<file path="src/rtl/multicycle_ctrl_fsm_if.sv">
// Signal bundle between the multi-cycle sequencer and the datapath / shared memory port.
// master = the sequencer, slave = the datapath/memory side that feeds it.
interface multicycle_ctrl_fsm_if #(
    parameter int INSTRET_W = 32
);
    logic                 run_i;
    logic [6:0]           opcode_i;
    logic [2:0]           funct3_i;
    logic                 mem_ready_i;
    logic                 alu_zero_i;
    logic                 mem_req_o;
    logic                 mem_we_o;
    logic                 iord_o;
    logic                 ir_write_o;
    logic                 mdr_write_o;
    logic                 rf_latch_o;
    logic                 pc_write_o;
    logic                 pc_src_o;
    logic [1:0]           alu_src_a_o;
    logic [1:0]           alu_src_b_o;
    logic [1:0]           alu_op_sel_o;
    logic                 reg_write_o;
    logic                 wb_sel_o;
    logic                 trap_o;
    logic [1:0]           trap_cause_o;
    logic [INSTRET_W-1:0] instret_o;
    logic [3:0]           state_o;

    modport master (
        input  run_i, opcode_i, funct3_i, mem_ready_i, alu_zero_i,
        output mem_req_o, mem_we_o, iord_o, ir_write_o, mdr_write_o, rf_latch_o,
               pc_write_o, pc_src_o, alu_src_a_o, alu_src_b_o, alu_op_sel_o,
               reg_write_o, wb_sel_o, trap_o, trap_cause_o, instret_o, state_o
    );

    modport slave (
        output run_i, opcode_i, funct3_i, mem_ready_i, alu_zero_i,
        input  mem_req_o, mem_we_o, iord_o, ir_write_o, mdr_write_o, rf_latch_o,
               pc_write_o, pc_src_o, alu_src_a_o, alu_src_b_o, alu_op_sel_o,
               reg_write_o, wb_sel_o, trap_o, trap_cause_o, instret_o, state_o
    );
endinterface

</file>
<file path="src/rtl/multicycle_ctrl_fsm.sv">
// Main sequencer of the multi-cycle RV32I core: steps each instruction through its
// states, drives datapath selects/enables, handshakes with memory and counts retires.
module multicycle_ctrl_fsm #(
    parameter int INSTRET_W   = 32,
    parameter int MEM_TIMEOUT = 16
) (
    input logic                   clk,
    input logic                   rst_n,
    multicycle_ctrl_fsm_if.master bus
);
    localparam int WAIT_W = (MEM_TIMEOUT > 1) ? $clog2(MEM_TIMEOUT + 1) : 1;

    localparam logic [6:0] OP_LOAD   = 7'b0000011;
    localparam logic [6:0] OP_STORE  = 7'b0100011;
    localparam logic [6:0] OP_IMM    = 7'b0010011;
    localparam logic [6:0] OP_R_TYPE = 7'b0110011;
    localparam logic [6:0] OP_BRANCH = 7'b1100011;

    typedef enum logic [3:0] {
        S_IDLE   = 4'd0,
        S_FETCH  = 4'd1,
        S_DECODE = 4'd2,
        S_MADDR  = 4'd3,
        S_MEMRD  = 4'd4,
        S_MEMWR  = 4'd5,
        S_EXEC   = 4'd6,
        S_WBALU  = 4'd7,
        S_WBMEM  = 4'd8,
        S_BRANCH = 4'd9,
        S_TRAP   = 4'd15
    } state_e;

    state_e               state_q, state_d;
    logic [1:0]           cause_q, cause_d;
    logic [INSTRET_W-1:0] instret_q, instret_d;
    logic [WAIT_W-1:0]    wait_q, wait_d;
    logic                 mem_wait;
    logic                 retire;
    logic                 illegal;

    always_ff @(posedge clk or negedge rst_n) begin
        if (!rst_n) begin
            state_q   <= S_IDLE;
            cause_q   <= 2'b00;
            instret_q <= '0;
            wait_q    <= '0;
        end else begin
            state_q   <= state_d;
            cause_q   <= cause_d;
            instret_q <= instret_d;
            wait_q    <= wait_d;
        end
    end

    always_comb begin
        state_d   = state_q;
        cause_d   = cause_q;
        instret_d = instret_q;
        retire    = 1'b0;
        illegal   = 1'b0;
        mem_wait  = (state_q == S_FETCH || state_q == S_MEMRD || state_q == S_MEMWR)
                    && !bus.mem_ready_i;

        case (state_q)
            S_IDLE:   if (bus.run_i) state_d = S_FETCH;
            S_FETCH:  if (bus.mem_ready_i) state_d = S_DECODE;
            S_DECODE: begin
                case (bus.opcode_i)
                    OP_LOAD, OP_STORE:  state_d = S_MADDR;
                    OP_IMM, OP_R_TYPE:  state_d = S_EXEC;
                    OP_BRANCH: begin
                        if (bus.funct3_i == 3'b000 || bus.funct3_i == 3'b001)
                            state_d = S_BRANCH;
                        else
                            illegal = 1'b1;
                    end
                    default:            illegal = 1'b1;
                endcase
            end
            S_MADDR: begin
                if (bus.opcode_i == OP_LOAD)
                    state_d = S_MEMRD;
                else if (bus.opcode_i == OP_STORE)
                    state_d = S_MEMWR;
                else
                    illegal = 1'b1;
            end
            S_MEMRD:  if (bus.mem_ready_i) state_d = S_WBMEM;
            S_MEMWR:  if (bus.mem_ready_i) retire = 1'b1;
            S_EXEC:   state_d = S_WBALU;
            S_WBALU, S_WBMEM, S_BRANCH: retire = 1'b1;
            S_TRAP:   state_d = S_TRAP;
            default:  illegal = 1'b1;
        endcase

        if (illegal) begin
            state_d = S_TRAP;
            cause_d = 2'b01;
        end

        // A stalled access that has already waited MEM_TIMEOUT-1 cycles gives up on this edge.
        if (MEM_TIMEOUT != 0 && mem_wait && wait_q == WAIT_W'(MEM_TIMEOUT - 1)) begin
            state_d = S_TRAP;
            cause_d = 2'b10;
        end

        if (retire) begin
            instret_d = instret_q + INSTRET_W'(1);
            state_d   = bus.run_i ? S_FETCH : S_IDLE;
        end

        wait_d = (MEM_TIMEOUT != 0 && mem_wait && state_d == state_q) ? wait_q + WAIT_W'(1) : '0;
    end

    always_comb begin
        bus.mem_req_o    = 1'b0;
        bus.mem_we_o     = 1'b0;
        bus.iord_o       = 1'b0;
        bus.ir_write_o   = 1'b0;
        bus.mdr_write_o  = 1'b0;
        bus.rf_latch_o   = 1'b0;
        bus.pc_write_o   = 1'b0;
        bus.pc_src_o     = 1'b0;
        bus.alu_src_a_o  = 2'b00;
        bus.alu_src_b_o  = 2'b00;
        bus.alu_op_sel_o = 2'b00;
        bus.reg_write_o  = 1'b0;
        bus.wb_sel_o     = 1'b0;
        bus.trap_o       = 1'b0;
        bus.trap_cause_o = 2'b00;
        bus.instret_o    = instret_q;
        bus.state_o      = state_q;

        case (state_q)
            S_FETCH: begin
                bus.mem_req_o   = 1'b1;
                bus.alu_src_b_o = 2'b01;
                bus.ir_write_o  = bus.mem_ready_i;
                bus.pc_write_o  = bus.mem_ready_i;
            end
            S_DECODE: begin
                bus.rf_latch_o  = 1'b1;
                bus.alu_src_a_o = 2'b01;
                bus.alu_src_b_o = 2'b10;
            end
            S_MADDR: begin
                bus.alu_src_a_o = 2'b10;
                bus.alu_src_b_o = 2'b10;
            end
            S_MEMRD: begin
                bus.mem_req_o   = 1'b1;
                bus.iord_o      = 1'b1;
                bus.mdr_write_o = bus.mem_ready_i;
            end
            S_MEMWR: begin
                bus.mem_req_o = 1'b1;
                bus.mem_we_o  = 1'b1;
                bus.iord_o    = 1'b1;
            end
            S_EXEC: begin
                bus.alu_src_a_o  = 2'b10;
                bus.alu_src_b_o  = (bus.opcode_i == OP_R_TYPE) ? 2'b00 : 2'b10;
                bus.alu_op_sel_o = 2'b10;
            end
            S_WBALU: bus.reg_write_o = 1'b1;
            S_WBMEM: begin
                bus.reg_write_o = 1'b1;
                bus.wb_sel_o    = 1'b1;
            end
            // funct3[0] distinguishes BNE from BEQ, so it inverts the zero-taken sense.
            S_BRANCH: begin
                bus.alu_src_a_o  = 2'b10;
                bus.alu_op_sel_o = 2'b01;
                bus.pc_src_o     = 1'b1;
                bus.pc_write_o   = bus.alu_zero_i ^ bus.funct3_i[0];
            end
            S_TRAP: begin
                bus.trap_o       = 1'b1;
                bus.trap_cause_o = cause_q;
            end
            default: ;
        endcase
    end
endmodule
</file>
<file path="src/flat_wrapper.sv">
// flat-port wrapper written by rule: the top's interface ports become plain ports
module multicycle_ctrl_fsm_flat 
#(
    parameter int INSTRET_W   = 32,
    parameter int MEM_TIMEOUT = 16
)
  (clk, rst_n, bus_run_i, bus_opcode_i, bus_funct3_i, bus_mem_ready_i, bus_alu_zero_i, bus_mem_req_o, bus_mem_we_o, bus_iord_o, bus_ir_write_o, bus_mdr_write_o, bus_rf_latch_o, bus_pc_write_o, bus_pc_src_o, bus_alu_src_a_o, bus_alu_src_b_o, bus_alu_op_sel_o, bus_reg_write_o, bus_wb_sel_o, bus_trap_o, bus_trap_cause_o, bus_instret_o, bus_state_o);
  multicycle_ctrl_fsm_if #(.INSTRET_W(INSTRET_W)) bus_i ();
  input logic clk;
  input logic rst_n;
  input wire logic [$bits(bus_i.run_i)-1:0] bus_run_i;
  input wire logic [$bits(bus_i.opcode_i)-1:0] bus_opcode_i;
  input wire logic [$bits(bus_i.funct3_i)-1:0] bus_funct3_i;
  input wire logic [$bits(bus_i.mem_ready_i)-1:0] bus_mem_ready_i;
  input wire logic [$bits(bus_i.alu_zero_i)-1:0] bus_alu_zero_i;
  output wire logic [$bits(bus_i.mem_req_o)-1:0] bus_mem_req_o;
  output wire logic [$bits(bus_i.mem_we_o)-1:0] bus_mem_we_o;
  output wire logic [$bits(bus_i.iord_o)-1:0] bus_iord_o;
  output wire logic [$bits(bus_i.ir_write_o)-1:0] bus_ir_write_o;
  output wire logic [$bits(bus_i.mdr_write_o)-1:0] bus_mdr_write_o;
  output wire logic [$bits(bus_i.rf_latch_o)-1:0] bus_rf_latch_o;
  output wire logic [$bits(bus_i.pc_write_o)-1:0] bus_pc_write_o;
  output wire logic [$bits(bus_i.pc_src_o)-1:0] bus_pc_src_o;
  output wire logic [$bits(bus_i.alu_src_a_o)-1:0] bus_alu_src_a_o;
  output wire logic [$bits(bus_i.alu_src_b_o)-1:0] bus_alu_src_b_o;
  output wire logic [$bits(bus_i.alu_op_sel_o)-1:0] bus_alu_op_sel_o;
  output wire logic [$bits(bus_i.reg_write_o)-1:0] bus_reg_write_o;
  output wire logic [$bits(bus_i.wb_sel_o)-1:0] bus_wb_sel_o;
  output wire logic [$bits(bus_i.trap_o)-1:0] bus_trap_o;
  output wire logic [$bits(bus_i.trap_cause_o)-1:0] bus_trap_cause_o;
  output wire logic [$bits(bus_i.instret_o)-1:0] bus_instret_o;
  output wire logic [$bits(bus_i.state_o)-1:0] bus_state_o;
  assign bus_i.run_i = bus_run_i;
  assign bus_i.opcode_i = bus_opcode_i;
  assign bus_i.funct3_i = bus_funct3_i;
  assign bus_i.mem_ready_i = bus_mem_ready_i;
  assign bus_i.alu_zero_i = bus_alu_zero_i;
  assign bus_mem_req_o = bus_i.mem_req_o;
  assign bus_mem_we_o = bus_i.mem_we_o;
  assign bus_iord_o = bus_i.iord_o;
  assign bus_ir_write_o = bus_i.ir_write_o;
  assign bus_mdr_write_o = bus_i.mdr_write_o;
  assign bus_rf_latch_o = bus_i.rf_latch_o;
  assign bus_pc_write_o = bus_i.pc_write_o;
  assign bus_pc_src_o = bus_i.pc_src_o;
  assign bus_alu_src_a_o = bus_i.alu_src_a_o;
  assign bus_alu_src_b_o = bus_i.alu_src_b_o;
  assign bus_alu_op_sel_o = bus_i.alu_op_sel_o;
  assign bus_reg_write_o = bus_i.reg_write_o;
  assign bus_wb_sel_o = bus_i.wb_sel_o;
  assign bus_trap_o = bus_i.trap_o;
  assign bus_trap_cause_o = bus_i.trap_cause_o;
  assign bus_instret_o = bus_i.instret_o;
  assign bus_state_o = bus_i.state_o;
  multicycle_ctrl_fsm #(.INSTRET_W(INSTRET_W), .MEM_TIMEOUT(MEM_TIMEOUT)) u_core (.clk(clk), .rst_n(rst_n), .bus(bus_i));
endmodule
</file>
<file path="config.mk">
export PLATFORM = sky130hd
export DESIGN_NAME = multicycle_ctrl_fsm_flat
export DESIGN_NICKNAME = d
export VERILOG_FILES = /design/src/rtl/multicycle_ctrl_fsm_if.sv /design/src/rtl/multicycle_ctrl_fsm.sv /design/src/flat_wrapper.sv
export SDC_FILE = /design/constraint.sdc
export NUM_CORES = 1
export LEC_CHECK = 0
export CORE_ASPECT_RATIO = 0.9
export CORE_MARGIN = 2
export CORE_UTILIZATION = 60
export CTS_CLUSTER_DIAMETER = 120
export DETAILED_ROUTE_END_ITERATION = 10
export DONT_BUFFER_PORTS = 1
export MAX_ROUTING_LAYER = met4
export PLACE_DENSITY = 0.81
export RECOVER_POWER = 100
export SETUP_SLACK_MARGIN = 0.4
export SLEW_MARGIN = 20
export SYNTH_ARGS = -nofsm -noshare
export SYNTH_HDL_FRONTEND = slang
export SYNTH_SLANG_ARGS = --single-unit
</file>
<file path="constraint.sdc">
create_clock -name clk -period 2.3 [get_ports clk]
set_input_delay 0.46 -clock clk [delete_from_list [all_inputs] [get_ports clk]]
set_output_delay 0.46 -clock clk [all_outputs]
set_load 0.005 [all_outputs]
</file>
# --- Yosys cells after proc, flatten, opt, wreduce, memory -nomap -nowiden ---
# Index checks and enable logic that the tools add are counted.
op_classes:
  addsub: 2
  n_eq_ne: 18
  n_mux: 38
  n_bitwise: 1
  n_reduce_logical: 20
op_table:
  columns: ["cell", "count"]
  rows:
  - ["$mux W4", 9]
  - ["$add A32 B1 Y32 const B", 1]
  - ["$pmux W4 S7", 1]
  - ["$eq A4 B3 Y1 const B", 4]
  - ["$mux W1", 15]
  - ["$eq A7 B6 Y1 const B", 2]
  - ["$eq A4 B4 Y1 const B", 3]
  - ["$pmux W4 S3", 1]
  - ["$reduce_or A2 Y1", 5]
  - ["$reduce_or A3 Y1", 3]
  - ["$reduce_or A9 Y1", 1]
  - ["$eq A4 B2 Y1 const B", 2]
  - ["$mux W2", 4]
  - ["$pmux W2 S2", 2]
  - ["$eq A7 B2 Y1 const B", 1]
  - ["$eq A7 B5 Y1 const B", 1]
  - ["$eq A7 B7 Y1 const B", 1]
  - ["$pmux W1 S2", 3]
  - ["$pmux W2 S3", 1]
  - ["$add A5 B1 Y5 const B", 1]
  - ["$eq A5 B4 Y1 const B", 1]
  - ["$mux W5", 1]
  - ["$eq A4 B1 Y1 const B", 1]
  - ["$eq A4 B4 Y1", 1]
  - ["other kinds (10)", 14]
totals:
  regBits: 43
  in_bits: 15
  elab_cells: 83

# --- Longest topological paths before layout ---
depth:
  ltp_word: 11
  mapped_depth: 8

# --- Worst setup path after synthesis ---
# Ideal clock, no wire load.
synth_timing:
  path_kind: "reg2reg"
  from: "register u_core.state_q[3], in the netlist u_core.bus.state_o[3]"
  to: "register u_core.instret_q[25], in the netlist u_core.bus.instret_o[25]"
  setup_time_ps: 124
  arrival_time_ps: 1948
  required_ps: 2176
  slack_ps: 228
  stages_incl_launch_ff: 9
  path_cell_list: "dfrtp_1 buf_6 nand2b_4 buf_6 o32a_1 buf_6 nor4_4 nand4_1 xnor2_1"
synth_between:
  elab_chain_cells: 3
  word_cells_on_any_way: 6
  classes_between: "eq/ne: 4; mux: 1; reduce/logical: 1"
synth_rtl:
  columns: ["item", "line", "source"]
  rows:
  - ["start, declared", "multicycle_ctrl_fsm.sv:33", "state_e state_q, state_d;"]
  - ["start signal, assigned", "multicycle_ctrl_fsm.sv:48", "state_q <= state_d;"]
  - ["$eq A4 B3 Y1 or $eq A4 B4 Y1 (tied branches)", "multicycle_ctrl_fsm.sv:64", "case (state_q)"]
  - ["$reduce_or A3 Y1", null, null]
  - ["$pmux W1 S2 *", "multicycle_ctrl_fsm.sv:64", null]
  - ["end signal, assigned", "multicycle_ctrl_fsm.sv:50", "instret_q <= instret_d;"]
  - ["end, declared", "multicycle_ctrl_fsm.sv:35", "logic [INSTRET_W-1:0] instret_q, instret_d;"]
# Every way passes the cells marked *; elsewhere a longest branch is shown, timed or not.
# A chain may end at the register's enable or synchronous reset.

# --- Worst setup path in the final report ---
layout_timing:
  from: "register u_core.state_q[2], in the netlist u_core.bus.state_o[2]"
  to: "register u_core.instret_q[25], in the netlist u_core.bus.instret_o[25]"
# Same word-level chain as after synthesis.

==> results.ini <==
[clock_network]
clock_latency_ps = 310
clk_pin_slew_ps = 80
cts_root_buf = clkbuf_8
numCtsBuffers = 5
cts_tree = built
cts_buffer_depth = 2
cts_sinks = 43
cts.htree.levels = 2

[drt]
dr.pass1.iters = 4
via_per_inst = 6.448
vias = 2044
dr.first_iter.drc_count = 281
wl_per_cell_um = 19.06
ant_nets = 0
routed_wl_um = 6043
drc = 0

[outcome]
outcome = finished with violations
violations = negative hold slack

[pwr]
p_int_w = 0.001929
p_sw_share_pct = 38.50
ir_worst_vdd_v = 0.0006709
p_comb_share_pct = 44.7
p_seq_share_pct = 32.9
p_per_area_nw_per_um2 = 1085
p_clk_share_pct = 22.4
power.switching_w = 0.001208
leakage_nw = 1.174

[synthesis]
async_flop_share_pct = 100.0
synth-seq-cells = 43
synth_area_leaders = dfrtp_1 45%, xnor2_1 9.9%, nor2_1 3.9%
synth_cells = 244
yosys.cell_count.top_type = dfrtp_1
syn-num-nets = 262
synth.avg_cell_area_um2 = 9.743
synth-edff-count = 0
synth_flop_cell = dfrtp_1
synth_top_area_share_pct = 45.26
synth_common_cells = 43 x dfrtp_1, 27 x xnor2_1, 25 x nor2_1
netlist_area_um2 = 2377
yosysWarnings = 0
yosysSeqAreaShare_pct = 45.26
ys_types = 50
synth_area_leader_cell = dfrtp_1

[worst_setup_path]
required_ps = 2510
cp-end-kind = register
critPathLaunchType = register
rrSetupSlack_ps = 180
worstPathArrival_ps = 2330
critPathKind = register to register
r2r-start = u_core.bus.state_o[2]$_DFF_PN0_
r2r_cells = 6
worst-path-max-fanout = 8
r2r_end = u_core.bus.instret_o[25]$_DFFE_PN0P_

[sta]
maxSlewViolCount = 0
rsz0062_at_grt = yes
finalSetupViolations = 0
slew_headroom_pct = 47.61
timing_hold_violations_final = 24
skew_ps = 8.341
finalCriticalPeriod_ps = 2119
setup_tns_ps = 0
final.period_utilization_pct = 92.13
fmax_mhz = 471.9
hold-worst-slack_ps = -9.489
worstMarginPinSlew_ps = 778.7

[die]
core_area_um2 = 3757
initial_core_util_pct = 63.27
rows = 21
ios = 70
die_w_um = 70.35
dieArea_um2 = 4482
die_h_um = 63.72

[final_layout]
final_nets = 288
syn2layout_area_growth_pct = 21.58
drive_above_1_share_pct = 23.99
antennaDiodeCount = 0
fill_cells = 224
final_area_um2 = 2890

[placed_design]
dpl.hpwl_um = 3525
place.gp.congestion = 0.8697
dpl-instance-area_um2 = 2396
portBuffers = 0

[run]
drv_cap = 0

[grt]
grt_pass1_wl_um = 8756
grt_pass1_vias = 1845
grt_max_degree = 44
antenna_found_initial = 0
grt_usage_pct = 25.43
gr-total-overflow = 0

[worst_hold_path]
hold_class = input port to async pin

## cell families after synthesis
kind of cell	share of synthesized area (%)
flops	45.26
mux	0.4211
compound gates	9.791
fa+ha+maj	1.579
xor+xnor	13.26
simple gates	24.58
buf+inv	5.105
## sequential cells by signal (all words and copies together), names as in the netlist
register / flops
u_core.bus.instret_o: 32
u_core.wait_q: 5
u_core.cause_q: 2
u_core.bus.state_o: 4
## cells in the final DEF, fill, tap and decap left out, types with 5 or more instances in the layout
cell      synthesis  layout
xnor2_1          27      27
clkbuf_8          0       5
xor2_1            9       9
nand2_1          24      22
buf_4             2      26
nand3_1          12       9
nor3_1           10       7
nor2_1           25      25
inv_1            10       9
nand4_1           6       6
dfrtp_1          43      43
## power groups by stage
stage / Sequential (W) / Clock [W] / Combinational, W
finish: 0.00103 / 0.000703 / 0.00140
global route: 0.00105 / 0.000741 / 0.00149
CTS: 0.00103 / 0.000704 / 0.00125
detailed placement: 0.00104 / 0 / 0.000966
global placement: 0.00104 / 0 / 0.000946
floorplan: 0.000977 / 0 / 0.000853
## what timing repair did
action,CTS,global route
pin swaps,7,14
resized for setup,24,22
hold endpoints to repair,43,0
setup buffers,13,13
hold buffers,1,0
setup endpoints to repair,35,29
## per-stage QoR
stage | std cells | worst slack, ps | utilization (%) | power (W)
3_3_place_gp | 282 | 276.7 | 63.77 | 0.001983
4_1_cts | 304 | 341.1 | 72.96 | 0.002984
5_1_grt | 317 | 92.27 | 76.92 | 0.003281
3_5_place_dp | 282 | 156.3 | 63.77 | 0.002010
6_report | 317 | 180.9 | 76.92 | 0.003137
2_1_floorplan | 244 | 362.7 | - | 0.001830
## routing by layer
layer | part of all wire, % | wire length (µm) | GRT usage (%) | vias up
met1 | 39 | 2382 | 33.06 | 997
li1 | - | - | - | 908
met3 | 10 | 613 | 7.680 | 19
met2 | 48 | 2879 | 38.68 | 120
met5 | 0 | 0 | - | -
met4 | 2.8 | 167 | 7.452 | 0
## critical path: stages (launching register included)
cell and delay [ps]:
dfrtp_1 560, nand2b_4 110, o32a_4 460, nor4_4 300, buf_6 170, nand4_1 150, xnor2_1 270
## final cells by class
type	count	area, µm²	area share, %
clock buffers	5	68.82	2.381
clock inverters	3	67.56	2.338
inverters	10	40.04	1.385
multi-input cells	177	1313	45.41
flip-flops and latches	43	1076	37.23
well taps	46	57.56	1.991
repair buffers	33	267.8	9.264
## worst max-delay path by stage
| stage | slack, ps | start | cells after the start | endpoint |
|---|---|---|---|---|
| detailed placement | 160 | u_core.bus.instret_o[3]$_DFFE_PN0P_ | 5 | u_core.bus.instret_o[25]$_DFFE_PN0P_ |
| CTS | 340 | u_core.bus.state_o[1]$_DFF_PN0_ | 4 | bus_pc_write_o |
| floorplan | 360 | u_core.bus.state_o[3]$_DFF_PN0_ | 8 | u_core.bus.instret_o[25]$_DFFE_PN0P_ |
| global route | 90 | u_core.bus.state_o[2]$_DFF_PN0_ | 6 | u_core.bus.instret_o[25]$_DFFE_PN0P_ |
| finish | 180 | u_core.bus.state_o[2]$_DFF_PN0_ | 6 | u_core.bus.instret_o[25]$_DFFE_PN0P_ |
| global placement | 280 | u_core.bus.instret_o[3]$_DFFE_PN0P_ | 5 | u_core.bus.instret_o[25]$_DFFE_PN0P_ |
Power figures use the tool's default switching activity.
